File: config.mk
export PLATFORM = sky130hd
export DESIGN_NAME = led_mode_ctrl
export DESIGN_NICKNAME = d
export VERILOG_FILES = /design/src/rtl/led_mode_ctrl.sv
export SDC_FILE = /design/constraint.sdc
export NUM_CORES = 1
export LEC_CHECK = 0
export BUFFER_PORTS_ARGS = -buffer_cell sky130_fd_sc_hd__buf_4
export CORE_ASPECT_RATIO = 0.9
export CORE_UTILIZATION = 55
export DETAILED_ROUTE_END_ITERATION = 8
export HOLD_SLACK_MARGIN = 0.1
export PLACE_DENSITY_LB_ADDON = 0.2
export SLEW_MARGIN = 20
export SYNTH_ARGS = -nofsm -noshare
export SYNTH_HDL_FRONTEND = slang
export SYNTH_SLANG_ARGS = --single-unit
File: constraint.sdc
create_clock -name clk -period 3.8 [get_ports clk]
set_input_delay 0.19 -clock clk [delete_from_list [all_inputs] [get_ports clk]]
set_output_delay 0.19 -clock clk [all_outputs]
set_load 0.03 [all_outputs]
File: src/rtl/led_mode_ctrl.sv
// Two-button / two-LED blink-mode controller: sync + debounce buttons, one-shot presses, per-LED mode FSM.
// Pin fall to mode change: 2 + 2^DB_BITS + 1 clocks; nLED follows one clock later. No flow control.
module led_mode_ctrl #(
    parameter int CNT_W    = 23,
    parameter int SLOW_BIT = 22,
    parameter int FAST_BIT = 20,
    parameter int DB_BITS  = 16
) (
    input  logic       clk,
    input  logic       nRst,
    input  logic       nPB0,
    input  logic       nPB1,
    output logic       nLED0,
    output logic       nLED1,
    output logic [1:0] mode0,
    output logic [1:0] mode1
);

    typedef enum logic [1:0] {
        OFF  = 2'b00,
        SLOW = 2'b01,
        FAST = 2'b10,
        ON   = 2'b11
    } mode_t;

    localparam logic [DB_BITS-1:0] DB_MAX  = '1;
    localparam logic [DB_BITS-1:0] DB_ONE  = 1;
    localparam logic [CNT_W-1:0]   CNT_ONE = 1;

    logic [CNT_W-1:0]   r_cnt;
    logic [1:0]         r_sync_a;
    logic [1:0]         r_sync_b;
    logic [1:0]         r_db;
    logic [1:0]         r_press;
    logic [DB_BITS-1:0] r_db_cnt [2];
    logic [1:0]         w_pin;

    mode_t r_mode0, r_mode1;
    mode_t w_mode0_nxt, w_mode1_nxt;
    logic  w_resync;
    logic  r_nled0, r_nled1;

    assign w_pin = {nPB1, nPB0};

    function automatic mode_t f_adv(input mode_t m);
        case (m)
            OFF:     return SLOW;
            SLOW:    return FAST;
            FAST:    return ON;
            default: return OFF;
        endcase
    endfunction

    function automatic logic f_led(input mode_t m, input logic slow, input logic fast);
        case (m)
            OFF:     return 1'b0;
            SLOW:    return slow;
            FAST:    return fast;
            default: return 1'b1;
        endcase
    endfunction

    // Press fires on the same edge db falls, so the mode moves on the following edge.
    always_ff @(posedge clk) begin
        if (!nRst) begin
            r_sync_a <= 2'b11;
            r_sync_b <= 2'b11;
            r_db     <= 2'b11;
            r_press  <= 2'b00;
            for (int g = 0; g < 2; g++) begin
                r_db_cnt[g] <= '0;
            end
        end else begin
            r_sync_a <= w_pin;
            r_sync_b <= r_sync_a;
            for (int g = 0; g < 2; g++) begin
                r_press[g] <= 1'b0;
                if (r_sync_b[g] == r_db[g]) begin
                    r_db_cnt[g] <= '0;
                end else if (r_db_cnt[g] == DB_MAX) begin
                    r_db[g]     <= r_sync_b[g];
                    r_db_cnt[g] <= '0;
                    r_press[g]  <= r_db[g];
                end else begin
                    r_db_cnt[g] <= r_db_cnt[g] + DB_ONE;
                end
            end
        end
    end

    always_comb begin
        w_mode0_nxt = r_mode0;
        w_mode1_nxt = r_mode1;
        w_resync    = 1'b0;
        if (r_press[0] && r_press[1]) begin
            w_mode0_nxt = SLOW;
            w_mode1_nxt = SLOW;
            w_resync    = 1'b1;
        end else begin
            if (r_press[0]) w_mode0_nxt = f_adv(r_mode0);
            if (r_press[1]) w_mode1_nxt = f_adv(r_mode1);
        end
    end

    // LED1 slow blink runs in antiphase with LED0.
    always_ff @(posedge clk) begin
        if (!nRst) begin
            r_cnt   <= '0;
            r_mode0 <= SLOW;
            r_mode1 <= SLOW;
            r_nled0 <= 1'b1;
            r_nled1 <= 1'b1;
        end else begin
            r_cnt   <= w_resync ? '0 : r_cnt + CNT_ONE;
            r_mode0 <= w_mode0_nxt;
            r_mode1 <= w_mode1_nxt;
            r_nled0 <= ~f_led(r_mode0, r_cnt[SLOW_BIT], r_cnt[FAST_BIT]);
            r_nled1 <= ~f_led(r_mode1, ~r_cnt[SLOW_BIT], r_cnt[FAST_BIT]);
        end
    end

    assign nLED0 = r_nled0;
    assign nLED1 = r_nled1;
    assign mode0 = r_mode0;
    assign mode1 = r_mode1;

endmodule

Word-level counts from Yosys, hierarchy flattened

Memory sizes are Yosys's and may differ from the RTL's.
Index checks and enable logic that the tools add are counted.

Add/sub/neg operators: 3
Multiply operators: 0
Div/mod/pow operators: 0
Magnitude comparators: 0
Equal/unequal tests: 8
Shifts and indexed selects: 0
Muxes and demuxes: 36
Bitwise operators: 14
Reduce and logical (&&, ||, !) cells: 9

Operators by type and width:

| kind                                          | number |
|---|---|
| 2-to-1 mux 16 bit                             | 6 |
| adder 16 x 1 -> 16 bit, second input constant | 2 |
| == test 16 bit, second input constant         | 2 |
| 2-to-1 mux 1 bit                              | 26 |
| adder 23 x 1 -> 23 bit, second input constant | 1 |
| case mux 2 bit (3 select lines)               | 2 |
| inverter 1 bit                                | 8 |
| OR 1 bit                                      | 6 |
| case mux 1 bit (3 select lines)               | 2 |
| OR reduction 3 bit                            | 2 |
| == test 2 x 1 -> 1 bit, second input constant | 2 |
| == test 2 bit, second input constant          | 2 |
| logical NOT 2 bit                             | 2 |
| AND reduction 2 bit                           | 2 |
| OR reduction 2 bit                            | 2 |
| == test 1 bit                                 | 2 |
| logical AND 1 bit                             | 1 |

Register bits after elaboration: 37
Latch bits: 0
Memory bits (writable): 32
Bits in read-only memories: 0
Input bits: 4
Output and inout port bits: 6
Word-level logic and storage cells: 82
Memories kept: 1

Memory list:

| memory   | depth | width | read ports | clocked after Yosys merged registers in | wr ports | RTL line | source |
|---|---|---|---|---|---|---|---|
| r_db_cnt | 2     | 16    | 2          | 0                                       | 2        | 35       | `logic [DB_BITS-1:0] r_db_cnt [2];` |

Logic depth before layout (Yosys ltp)

Word-level depth: 7
Depth in mapped cells: 6
Mapped depth without buffers: 6

Worst setup path after synthesis

No wires, ideal clock.

Path type: register -> register
Start: mem r_db_cnt[0][2]
End: mem r_db_cnt[0][11] (data pin)
Setup time: 0.257 ns
Arrival time: 1.459 ns
Required time: 3.543 ns
Setup slack: 2.084 ns
Cell stages (with the launch flop): 7
Path buffers: 2
Clock period less this slack: 1.716 ns
Cell sequence: edfxtp_1 -> and4_1 -> clkbuf_2 -> nand4_1 -> o21ai_0 -> buf_2 -> nor2_1

RTL lines:

| element            | RTL line |
|---|---|
| start: declaration | 35 |

==> metrics.yaml <==
routed-via-count: 2424
met1_usage_pct: 21.00
violations: "DRC"
dr.pass1.iters: 7
n_antenna_cell: 0
place_ws_ns: 1.654
die_h_um: 75.83
io_pins: 10
max_freq_mhz: 463.7
comb_power_share_pct: 3.5
fin_crit_ns: 2.157
fin_setup_tns_ns: 0
crit_path_end_kind: "flop"
cts_root_buf: "clkbuf_8"
power.static_leakage_nw: 1.434
grt_pass1_vias: 2271
drtAntennaViolNets: 0
path_class: "reg -> reg"
fin_util_pct: 66.38
netlist_instances: 341
grt_max_degree: 20
synth.avg_cell_area_sq_um: 9.767
track_usage_pct: 18.78
hp-class: "reg -> reg"
cts_tree: "yes"
ys_seq_elements: 69
final_layout_size_suffix_gt1_share_pct: 7.908
clkTransAtPathRegs_ns: 0.07
top_usage_layer: "met2"
antenna_found_initial: 0
rsz0062_at_grt: "no"
crit_path_start_kind: "flop"
fin_worst_skew_ns: 0.006891
syn_area_sq_um: 3331
grt_remaining_overflow: 0
gp_congestion: 0.8012
tightest_slew_ns: 0.6612
clock_sinks: 69
p_sw_share_pct: 21.61
htree_levels: 3
min_period_over_period_pct: 56.75
clockBufferDepth: 2
io_buffers: 9
finalWorstSetupSlack_ns: 1.643
die-area_sq_um: 6372
synthToLayoutAreaGrowth_pct: 14.76
synth-edff-count: 32
gr-usage-met3_pct: 6.501
powerDensity_nw_per_um2: 390.8
rr_worst_depth: 5
postRouteWirelength_um: 5566
insertion_delay_ns: 0.35
arrival_ns: 2.26
rows: 26
drcViolationCount: 4
drt_iter0_drc: 85
synthFlopType: "dfxtp_1"
grtUsageMet2_pct: 34.06
hold_path_depth: 1
dp_hpwl_um: 3983
seqPwrFrac_pct: 54.5
r2r_end: "r_db_cnt[0][8]$_SDFFCE_PN0P_"
r2r_slack_ns: 1.64
fin_nets: 402
cp_max_fo: 8
status: "finished with violations"
internal_power_mw: 1.171
worstHoldStart: "r_sync_a[1]$_SDFF_PN1_"
ys_seq_area_share_pct: 51.09
wire_per_inst_um: 12.05
async_flop_share_pct: 0
finalSetupViolations: 0
clkPwrFrac_pct: 42.0
cts_setup_buffers: 0
slew_headroom_pct: 55.81
reg2reg_from: "r_db_cnt[0][2]$_SDFFCE_PN0P_"
min_to: "r_sync_b[1]$_SDFF_PN1_"
initial_core_util_pct: 57.84
irDropWorstVdd_uv: 269.3
holdWs_ns: 0.4131
p_switching_mw: 0.3228
core_area_sq_um: 5758
hold_viol: 0
yosys_warnings: 0
ys_types: 38
grt_pass1_wl_um: 9321
cap_viol_max_count: 0
finalMaxSlewViolations: 0
post_drt_via_cell_ratio: 5.247
die_w_um: 84.03
cts-buffers-inserted: 9
critPathRequiredTime_ns: 3.90
-- per-stage QoR --
stage,total power [mW],std cells,area [sq um]
finish,1.494,462,3822
global route,1.550,462,3822
CTS,1.512,462,3822
detailed placement,0.8798,443,3570
global placement,0.8777,443,3570
floorplan,0.8650,372,3447
-- logic make-up (layout without fill, tap and decap cells) --
logic type	after synthesis	in the layout	synth area share, %
and+or+nand+nor	161	161	24.64
other	1	32	0.1126
buffers and inverters	23	43	2.780
muxes	7	7	2.104
DFF	69	69	51.09
xor gates and xnor gates	36	36	9.466
AOI/OAI and AO/OA	33	33	5.673
adders and majority gates	11	11	4.132
-- Yosys cell counts (2+ instances only) --
cell type  count  area (sq um)
nor2b_1        2         12.51
and4_1         5         43.79
ha_1          11         137.6
buf_2          3         15.01
and2_1         4         25.02
dfxtp_1       37         740.7
or3_1          6         37.54
nor3_1         6         30.03
nor2_1        44         165.2
mux2i_1        7         70.07
nor4_1         6         37.54
xnor2_1       12         105.1
edfxtp_1      32         960.9
clkbuf_1       4         15.01
xor2_1        24         210.2
nand2b_1       8         50.05
nand4_1       16         100.1
or4_1          4         30.03
o21a_1         2         15.01
and3_1         6         37.54
inv_1         14         52.55
o21ai_0       16         80.08
nand3_1       18         90.09
clkbuf_2       2         10.01
a21oi_1       10         50.05
nand2_1       30         112.6
-- sequential cells by signal (all words and copies together) (netlist names) --
| signal | flops |
|---|---|
| mode1 | 2 |
| nLED1 | 1 |
| r_db_cnt | 32 |
| r_db | 2 |
| r_press | 2 |
| r_sync_b | 2 |
| r_cnt | 23 |
| nLED0 | 1 |
| r_sync_a | 2 |
| mode0 | 2 |
-- worst max-delay path: stages (launching register included) --
cell and delay, ns:
edfxtp_1 0.44, and4_1 0.38, nand4_1 0.28, o21ai_0 0.50, buf_4 0.25, nor2_1 0.06
-- cells in the final DEF, fill, tap and decap left out, drive strengths merged --
cell type	n
dfxtp	37
or2	1
nor4	6
nand3	19
o21a	2
nand2	30
nor2	44
clkbuf	12
a211o	1
edfxtp	32
or4	4
dlygate4sd3	3
o311ai	1
inv	14
and4	6
and3	6
nor2b	2
nand4	16
a31o	1
a221o	1
conb	32
o31ai	1
or3	7
xor2	24
nand2b	8
nand4b	1
a21oi	10
ha	11
buf	10
o21ai	16
xnor2	12
and2	5
nor3	6
mux2i	7
clkinv	4
-- worst max path at each step --
stage	start	cells past startpoint	slack (ns)	endpoint
finish	r_db_cnt[0][2]$_SDFFCE_PN0P_	5	1.64	r_db_cnt[0][8]$_SDFFCE_PN0P_
global route	r_db_cnt[0][2]$_SDFFCE_PN0P_	5	1.52	r_db_cnt[0][11]$_SDFFCE_PN0P_
CTS	r_db_cnt[0][2]$_SDFFCE_PN0P_	5	1.62	r_db_cnt[0][9]$_SDFFCE_PN0P_
detailed placement	r_db_cnt[0][2]$_SDFFCE_PN0P_	5	1.65	r_db_cnt[0][9]$_SDFFCE_PN0P_
global placement	r_db_cnt[0][2]$_SDFFCE_PN0P_	5	1.75	r_db_cnt[0][11]$_SDFFCE_PN0P_
floorplan	r_db_cnt[0][2]$_SDFFCE_PN0P_	6	2.08	r_db_cnt[0][11]$_SDFFCE_PN0P_
-- per-layer routing --
metal  wire length [um]  vias to the layer above
li1                   -                     1260
met5                  0                        -
met4                 72                        0
met3                196                        7
met1               2688                     1127
met2               2608                       30
-- power by group through the flow --
stage,combinational [mW],clock (mW),sequential [mW]
2_1_floorplan,0.0384,0,0.827
3_3_place_gp,0.0479,0,0.830
3_5_place_dp,0.0485,0,0.831
4_1_cts,0.0515,0.646,0.814
5_1_grt,0.0592,0.674,0.817
6_report,0.0523,0.627,0.815
-- area by class of cell --
class	instances	area [sq um]
inverter	14	52.55
multi-input combinational	280	1653
fill	476	1936
timing repair buffer	13	105.1
tap	70	87.58
clock inverter	4	23.77
clock buffer	12	198.9
sequential	69	1702
-- timing repair --
action,in CTS,in global routing
resized for setup,0,0
hold buffers,3,0
hold endpoints to repair,3,0
No activity file was read; power rests on OpenSTA's default activity.
